$ cat src/rtl/conv_pkg.sv
// conv_pkg: shared widths and array types for the 3x3 convolution engine
// and its line/result memories.
//   BIT_LEN    - kernel coefficient / pixel width
//   CONV_LEN   - signed sum-of-products accumulator width
//   CONV_LPOS  - accumulator MSBs forwarded to the output sample
//   M_LEN      - kernel/window dimension (fixed at 3)
//   RAM_WIDTH  - output sample / memory word width (equals CONV_LPOS)
//   NB_ADDRESS - memory address width
package conv_pkg;

    localparam int BIT_LEN    = 8;
    localparam int CONV_LEN   = 20;
    localparam int CONV_LPOS  = 13;
    localparam int M_LEN      = 3;
    localparam int RAM_WIDTH  = 13;
    localparam int NB_ADDRESS = 10;

    // Q1.7 coefficient times 9-bit zero-extended pixel.
    localparam int PROD_LEN   = 2 * BIT_LEN + 1;

    typedef logic signed [BIT_LEN-1:0] coef_t;
    typedef logic        [BIT_LEN-1:0] pixel_t;

    // Both arrays are indexed [column][row]; column 0 is the oldest column,
    // row 0 is the top row.
    typedef coef_t  [M_LEN-1:0][M_LEN-1:0] kernel_t;
    typedef pixel_t [M_LEN-1:0][M_LEN-1:0] window_t;

endpackage

$ cat src/rtl/conv_if.sv
// conv_if: column-stream bus into the convolution engine and its sample out.
//   i_dato0..2  - top/middle/bottom element of the incoming column
//   i_selecK_I  - 0 = kernel load, 1 = image
//   i_valid     - column strobe
//   o_data      - signed filtered sample
// master: column producer (host/line buffers); slave: conv.
interface conv_if;

    logic        [conv_pkg::BIT_LEN-1:0]   i_dato0;
    logic        [conv_pkg::BIT_LEN-1:0]   i_dato1;
    logic        [conv_pkg::BIT_LEN-1:0]   i_dato2;
    logic                                  i_selecK_I;
    logic                                  i_valid;
    logic signed [conv_pkg::RAM_WIDTH-1:0] o_data;

    modport master (
        output i_dato0, i_dato1, i_dato2, i_selecK_I, i_valid,
        input  o_data
    );

    modport slave (
        input  i_dato0, i_dato1, i_dato2, i_selecK_I, i_valid,
        output o_data
    );

endinterface

$ cat src/rtl/conv_mac3x3.sv
// conv_mac3x3: combinational 3x3 sum of products (correlation, no flip).
//   kernel - signed Q1.7 coefficients [col][row]
//   window - unsigned pixels [col][row], zero-extended before multiplying
//   acc    - signed CONV_LEN-bit sum; cannot overflow for any input
module conv_mac3x3
    import conv_pkg::*;
(
    input  kernel_t                     kernel,
    input  window_t                     window,
    output logic signed [CONV_LEN-1:0]  acc
);

    logic signed [PROD_LEN-1:0] prod [M_LEN][M_LEN];

    always_comb begin
        acc = '0;
        for (int c = 0; c < M_LEN; c++) begin
            for (int r = 0; r < M_LEN; r++) begin
                prod[c][r] = PROD_LEN'($signed(kernel[c][r]))
                           * PROD_LEN'($signed({1'b0, window[c][r]}));
                acc = acc + CONV_LEN'(prod[c][r]);
            end
        end
    end

endmodule

$ cat src/rtl/conv.sv
// conv: streaming 3x3 convolution engine.
//   CLK100MHZ - clock, rising edge
//   i_reset   - asynchronous, active-low reset; zeroes kernel, window, output
//   bus       - conv_if slave: column stream in, registered sample out
// Kernel mode shifts a column into the kernel; image mode shifts a column
// into the window and, on the same edge, registers the result for the window
// as it stood before that edge.
module conv
    import conv_pkg::*;
(
    input  logic CLK100MHZ,
    input  logic i_reset,
    conv_if.slave bus
);

    kernel_t                    kernel;
    window_t                    window;
    logic signed [CONV_LEN-1:0] acc;
    logic                       unused_acc_lsb;

    conv_mac3x3 u_mac (
        .kernel (kernel),
        .window (window),
        .acc    (acc)
    );

    // Low accumulator bits are the Q1.7 fraction, dropped by the >>7 scaling.
    assign unused_acc_lsb = ^acc[CONV_LEN-CONV_LPOS-1:0];

    always_ff @(posedge CLK100MHZ or negedge i_reset) begin
        if (!i_reset) begin
            kernel     <= '0;
            window     <= '0;
            bus.o_data <= '0;
        end else if (bus.i_valid) begin
            if (!bus.i_selecK_I) begin
                kernel[0] <= kernel[1];
                kernel[1] <= kernel[2];
                kernel[2] <= {bus.i_dato2, bus.i_dato1, bus.i_dato0};
            end else begin
                window[0]  <= window[1];
                window[1]  <= window[2];
                window[2]  <= {bus.i_dato2, bus.i_dato1, bus.i_dato0};
                bus.o_data <= acc[CONV_LEN-1 -: CONV_LPOS];
            end
        end
    end

endmodule

$ cat src/flat_wrapper.sv
// flat-port wrapper written by rule: the top's interface ports become plain ports
module conv_flat import conv_pkg::*;
  (CLK100MHZ, i_reset, bus_i_dato0, bus_i_dato1, bus_i_dato2, bus_i_selecK_I, bus_i_valid, bus_o_data);
  conv_if bus_i ();
  input  logic CLK100MHZ;
  input  logic i_reset;
  input wire logic [$bits(bus_i.i_dato0)-1:0] bus_i_dato0;
  input wire logic [$bits(bus_i.i_dato1)-1:0] bus_i_dato1;
  input wire logic [$bits(bus_i.i_dato2)-1:0] bus_i_dato2;
  input wire logic [$bits(bus_i.i_selecK_I)-1:0] bus_i_selecK_I;
  input wire logic [$bits(bus_i.i_valid)-1:0] bus_i_valid;
  output wire logic [$bits(bus_i.o_data)-1:0] bus_o_data;
  assign bus_i.i_dato0 = bus_i_dato0;
  assign bus_i.i_dato1 = bus_i_dato1;
  assign bus_i.i_dato2 = bus_i_dato2;
  assign bus_i.i_selecK_I = bus_i_selecK_I;
  assign bus_i.i_valid = bus_i_valid;
  assign bus_o_data = bus_i.o_data;
  conv u_core (.CLK100MHZ(CLK100MHZ), .i_reset(i_reset), .bus(bus_i));
endmodule
$ cat config.mk
export PLATFORM = sky130hd
export DESIGN_NAME = conv_flat
export DESIGN_NICKNAME = d
export VERILOG_FILES = /design/src/rtl/conv_pkg.sv /design/src/rtl/conv_if.sv /design/src/rtl/conv_mac3x3.sv /design/src/rtl/conv.sv /design/src/flat_wrapper.sv
export SDC_FILE = /design/constraint.sdc
export NUM_CORES = 2
export LEC_CHECK = 0
export ABC_AREA = 0
export CORE_MARGIN = 5
export CORE_UTILIZATION = 35
export CTS_CLUSTER_SIZE = 16
export DETAILED_ROUTE_END_ITERATION = 12
export GPL_TIMING_DRIVEN = 1
export HOLD_SLACK_MARGIN = 0.02
export SLEW_MARGIN = 25
export SYNTH_ARGS = -nofsm -noshare
export SYNTH_HDL_FRONTEND = slang
export SYNTH_SLANG_ARGS = --single-unit
$ cat constraint.sdc
create_clock -name CLK100MHZ -period 23.3 [get_ports CLK100MHZ]
set_input_delay 5.825 -clock CLK100MHZ [delete_from_list [all_inputs] [get_ports CLK100MHZ]]
set_output_delay 5.825 -clock CLK100MHZ [all_outputs]
set_load 0.005 [all_outputs]
* Yosys cells after proc, flatten, opt, wreduce, memory -nomap -nowiden
Cells that the tools add are included.
** Storage, ports and cells
- Input bits :: 28
- Word-level logic and storage cells :: 39
- Flip-flop bits (word level) :: 157
- Output and inout bits :: 13
** Operators by class
- Bitwise gates (word level) :: 1
- Multiply operators :: 9
- Reduce and logical (&&, ||, !) cells :: 2
- Add/sub/neg operators :: 8
** Operator list (number)
- $mul 8x9->17 :: 9
- $add 20x17->20 :: 5
- $add 19x17->20 :: 1
- $add 18x17->19 :: 1
- $add 17x17->18 :: 1
- $reduce_and 2->1 :: 2
- $not 1->1 :: 1

* Longest topological paths before layout
- Depth in word-level cells :: 9
- Depth in mapped cells :: 29
- Depth with buffers taken out :: 29

* Hierarchy
A second synthesis with hierarchy kept.
** Second synthesis, totals
- Cells, all modules :: 2601
- Area total of the unflattened synthesis :: 27421.3 um2
** Modules (own cells, without submodules)
- conv_mac3x3 :: instances 1, area each 21568.2 um2, cells each 2268, sequential area each 0.0 um2
- conv :: instances 1, area each 5853.1 um2, cells each 333, sequential area each 3928.8 um2

* Least setup slack after synthesis
OpenSTA, ideal clock, no wires.
- Path kind :: register to register
- From :: register u_core.kernel[63] (netlist name)
- To :: register u_core.bus.o_data[12]
- Setup time :: 0.132 ns
- Buffers on the path :: 0
- Cell stages (with the launch flop) :: 24
- Setup slack :: 15.604 ns
- Data required time :: 23.168 ns
- Period minus slack after synthesis :: 7.696 ns
- Data arrival time :: 7.564 ns
- Path through :: dfrtp_1 -> clkinv_1 -> nor2_1 -> fa_1 -> fa_1 -> inv_1 -> fa_1 -> fa_1 -> fa_1 -> inv_1 -> fa_1 -> fa_1 -> fa_1 -> fa_1 -> inv_1 -> fa_1 -> inv_1 -> ha_1 -> a21o_1 -> a221o_1 -> a22o_4 -> o31ai_4 -> nor3_1 -> or3b_1
** On the way
- Longest elaborated chain between the ends :: 3
** RTL lines
- $mul 8x9->17 :: line conv_mac3x3.sv:20 : * PROD_LEN'($signed({1'b0, window[c][r]}));
- $add 20x17->20 (2 in series) :: line conv_mac3x3.sv:21 : acc = acc + CONV_LEN'(prod[c][r]);
- end signal, assigned :: line conv.sv:44 : bus.o_data <= acc[CONV_LEN-1 -: CONV_LPOS];
- end, declared :: line conv_if.sv:23 : output o_data
No other way between the ends.
A chain may end at the register's enable or synchronous reset.

* Final worst setup path
- From :: register u_core.kernel[71] (netlist name)
- To :: register u_core.bus.o_data[12]
** On the way
- Longest elaborated chain between the ends :: 2
** RTL lines (line)
- $mul 8x9->17 :: conv_mac3x3.sv:20
- $add 20x17->20 :: conv_mac3x3.sv:21
No other way between the ends.

==> impl_metrics.json <==
{
  "status": "finished, final reports clean",
  "period_needed_ps": 8560,
  "cts_tree": "built",
  "syn-instance-count": 2656,
  "finalSetupViolCount": 0,
  "ant_nets": 0,
  "clkSinkCount": 157,
  "avgSynthCellArea_um2": 10.3,
  "maxCapViolations": 0,
  "post_cts_resize_count": 0,
  "fin_nets": 3527,
  "area_growth_pct": 7.87,
  "hp-class": "register to register",
  "die_y_um": 290,
  "placementRows": 102,
  "post_drt_wl_per_cell_um": 20.1,
  "synth.net_count": 3541,
  "hold_viol": 0,
  "die_w_um": 290,
  "cts_setup_buffers": 0,
  "ios": 41,
  "regArea_um2": 3930,
  "grt_usage_pct": 18.9,
  "ys.flop_type": "dfrtp_1",
  "drc": 0,
  "min_period_over_period_pct": 36.7,
  "r2r_cells": 25,
  "port_buffers": 40,
  "start_util_pct": 35.3,
  "fin_worst_skew_ps": 15.2,
  "htree_levels": 4,
  "min_to": "u_core.bus.o_data[3]",
  "firstDrtPassIters": 5,
  "multiInputGateArea_um2": 20400,
  "start_kind": "register",
  "dieArea_um2": 83800,
  "postSynth.asyncResetShare_pct": 100,
  "fillers": 7743,
  "min_path_cells": 2,
  "routed_via_density": 4.69,
  "synth_edf_count": 0,
  "ys_seq_elements": 157,
  "grt_max_degree": 75,
  "place.gp.congestion": 0.908,
  "max_freq_mhz": 117,
  "synth_cell_types": 46,
  "slew_headroom_pct": 38.4,
  "yosys.area.top_type_share_pct": 41.5,
  "grt.overflow.total": 0,
  "grt_pass1_wl_um": 119000,
  "synthesis.area_um2": 27400,
  "cts_buffer_depth": 2,
  "worstPathRequired_ps": 23680,
  "min-delay-start": "u_core.bus.o_data[3]",
  "yosysTopAreaCell": "fa_1",
  "synthTopCellsByArea": "fa_1 (41%), dfrtp_1 (14%), ha_1 (13%)",
  "fin_tns_setup_ps": 0,
  "final.setup.worst_slack_ps": 14740,
  "end_kind": "register",
  "arrival_ps": 8940,
  "rsz0062_at_grt": "false",
  "post-place-ws_ps": 14720,
  "cts_hold_buf": 0,
  "grt_pass1_vias": 19493,
  "antenna_found_initial": 0,
  "ys_seq_area_share_pct": 14.4,
  "rrSetupSlack_ps": 14740,
  "dp_hpwl_um": 60300,
  "rr_startpoint": "u_core.kernel[71]",
  "reg2reg_to": "u_core.bus.o_data[12]",
  "clkTransAtPathRegs_ps": 70,
  "path_max_fanout": 10,
  "slew_viol_final": 0,
  "layout-drive-gt1-share_pct": 7.01,
  "tightest_slew_ps": 923,
  "n_antenna_cell": 0,
  "numCtsBuffers": 17,
  "criticalPathCategory": "register to register",
  "clockRootBuffer": "clkbuf_16",
  "insertion_delay_ps": 510,
  "core_area_um2": 77500,
  "yosysWarnings": 0,
  "num_vias": 17328,
  "drt_iter0_drc": 976,
  "totalWireLength_um": 74300
}
placed cells by master (no fill, tap or decap), types with 6 or more instances in the layout:
master           instances
bufinv_16                6
fa_1                   567
and2_1                 330
inv_1                  726
nor2b_1                 15
ha_1                   290
o21ai_0                 14
clkbuf_16               17
o21a_1                   6
xor2_1                   6
clkdlybuf4s50_1         39
mux2_2                 138
dfrtp_1                157
xnor2_1                 12
nor2_1                  46
o31ai_1                  7
nand2b_1                17
nand2_1                197
cell families after synthesis:
logic type | share of synthesized area (%)
muxes | 5.68
xor gates and xnor gates | 0.636
DFF | 14.4
buffers and inverters | 11.1
AOI/OAI and AO/OA | 1.35
and+or+nand+nor | 12.1
adders and majority gates | 54.8
cell usage after synthesis (2+ instances only):
library cell / instances
o21a_1: 6
ha_1: 290
mux2_2: 138
o21ai_0: 14
a21oi_1: 4
nand2b_1: 17
and2_1: 330
buf_1: 6
a31oi_1: 3
nor3_1: 5
fa_1: 567
nor2_1: 46
a21o_1: 4
and4_1: 2
o31ai_1: 7
nand2_1: 197
nor2b_1: 16
clkbuf_1: 72
clkinv_1: 3
dfrtp_1: 157
inv_1: 726
nand3_1: 3
xor2_1: 6
o211ai_1: 2
xnor2_1: 12
o21ai_1: 3
layer usage:
metal / track usage (%) / vias to the layer above / wire [µm]
met2: 30.9 / 354 / 35200
met5: 0 / - / 0
met4: 4.71 / 0 / 1720
li1: - / 7728 / -
met3: 3.58 / 82 / 3860
met1: 26.2 / 9164 / 33500
registers in the layout, summed over array words and instances, names as in the netlist:
signal,cells
u_core.kernel,72
u_core.window,72
u_core.bus.o_data,13
worst max path at each step:
stage | endpoint | depth (start not counted) | slack (ps) | startpoint
finish | u_core.bus.o_data[12] | 25 | 14740 | u_core.kernel[71]
global route | u_core.bus.o_data[12] | 25 | 14380 | u_core.kernel[71]
CTS | u_core.bus.o_data[12] | 25 | 14720 | u_core.kernel[71]
detailed placement | u_core.bus.o_data[12] | 25 | 14720 | u_core.kernel[71]
global placement | u_core.bus.o_data[12] | 25 | 14770 | u_core.kernel[71]
floorplan | u_core.bus.o_data[12] | 23 | 15600 | u_core.kernel[63]
through the flow:
step	instances	utilization (%)	instance area, µm²	hold slack [ps]
6_report	3695	38.1	29500	482
5_1_grt	3695	38.1	29500	518
4_1_cts	3694	38.1	29500	487
3_5_place_dp	3662	37.2	28800	469
3_3_place_gp	3662	37.2	28800	466
2_1_floorplan	2656	-	27400	473
layout make-up:
cell class / count / area share [%]
tap: 1040 / 4.41
inverter: 729 / 9.27
sequential: 157 / 13.3
clock buffer: 17 / 1.44
clock inverter: 15 / 0.874
multi-input combinational: 1691 / 69.1
timing repair buffer: 46 / 1.56
worst max-delay path: stages (launching register included):
cell	delay, ps
dfrtp_1	630
clkinv_1	560
nor2_1	230
ha_1	270
fa_1	390
fa_1	530
inv_1	50
fa_1	510
inv_1	70
fa_1	510
inv_1	50
fa_1	480
inv_1	60
fa_1	490
fa_1	520
fa_1	500
inv_1	50
fa_1	470
inv_1	40
ha_1	310
and3_1	220
a221o_1	440
a22o_4	320
o31ai_4	270
nor3_1	70
or3b_1	380
Power is not shown: default switching activity piles up to over one toggle a cycle in this logic, so the estimate is an artifact.
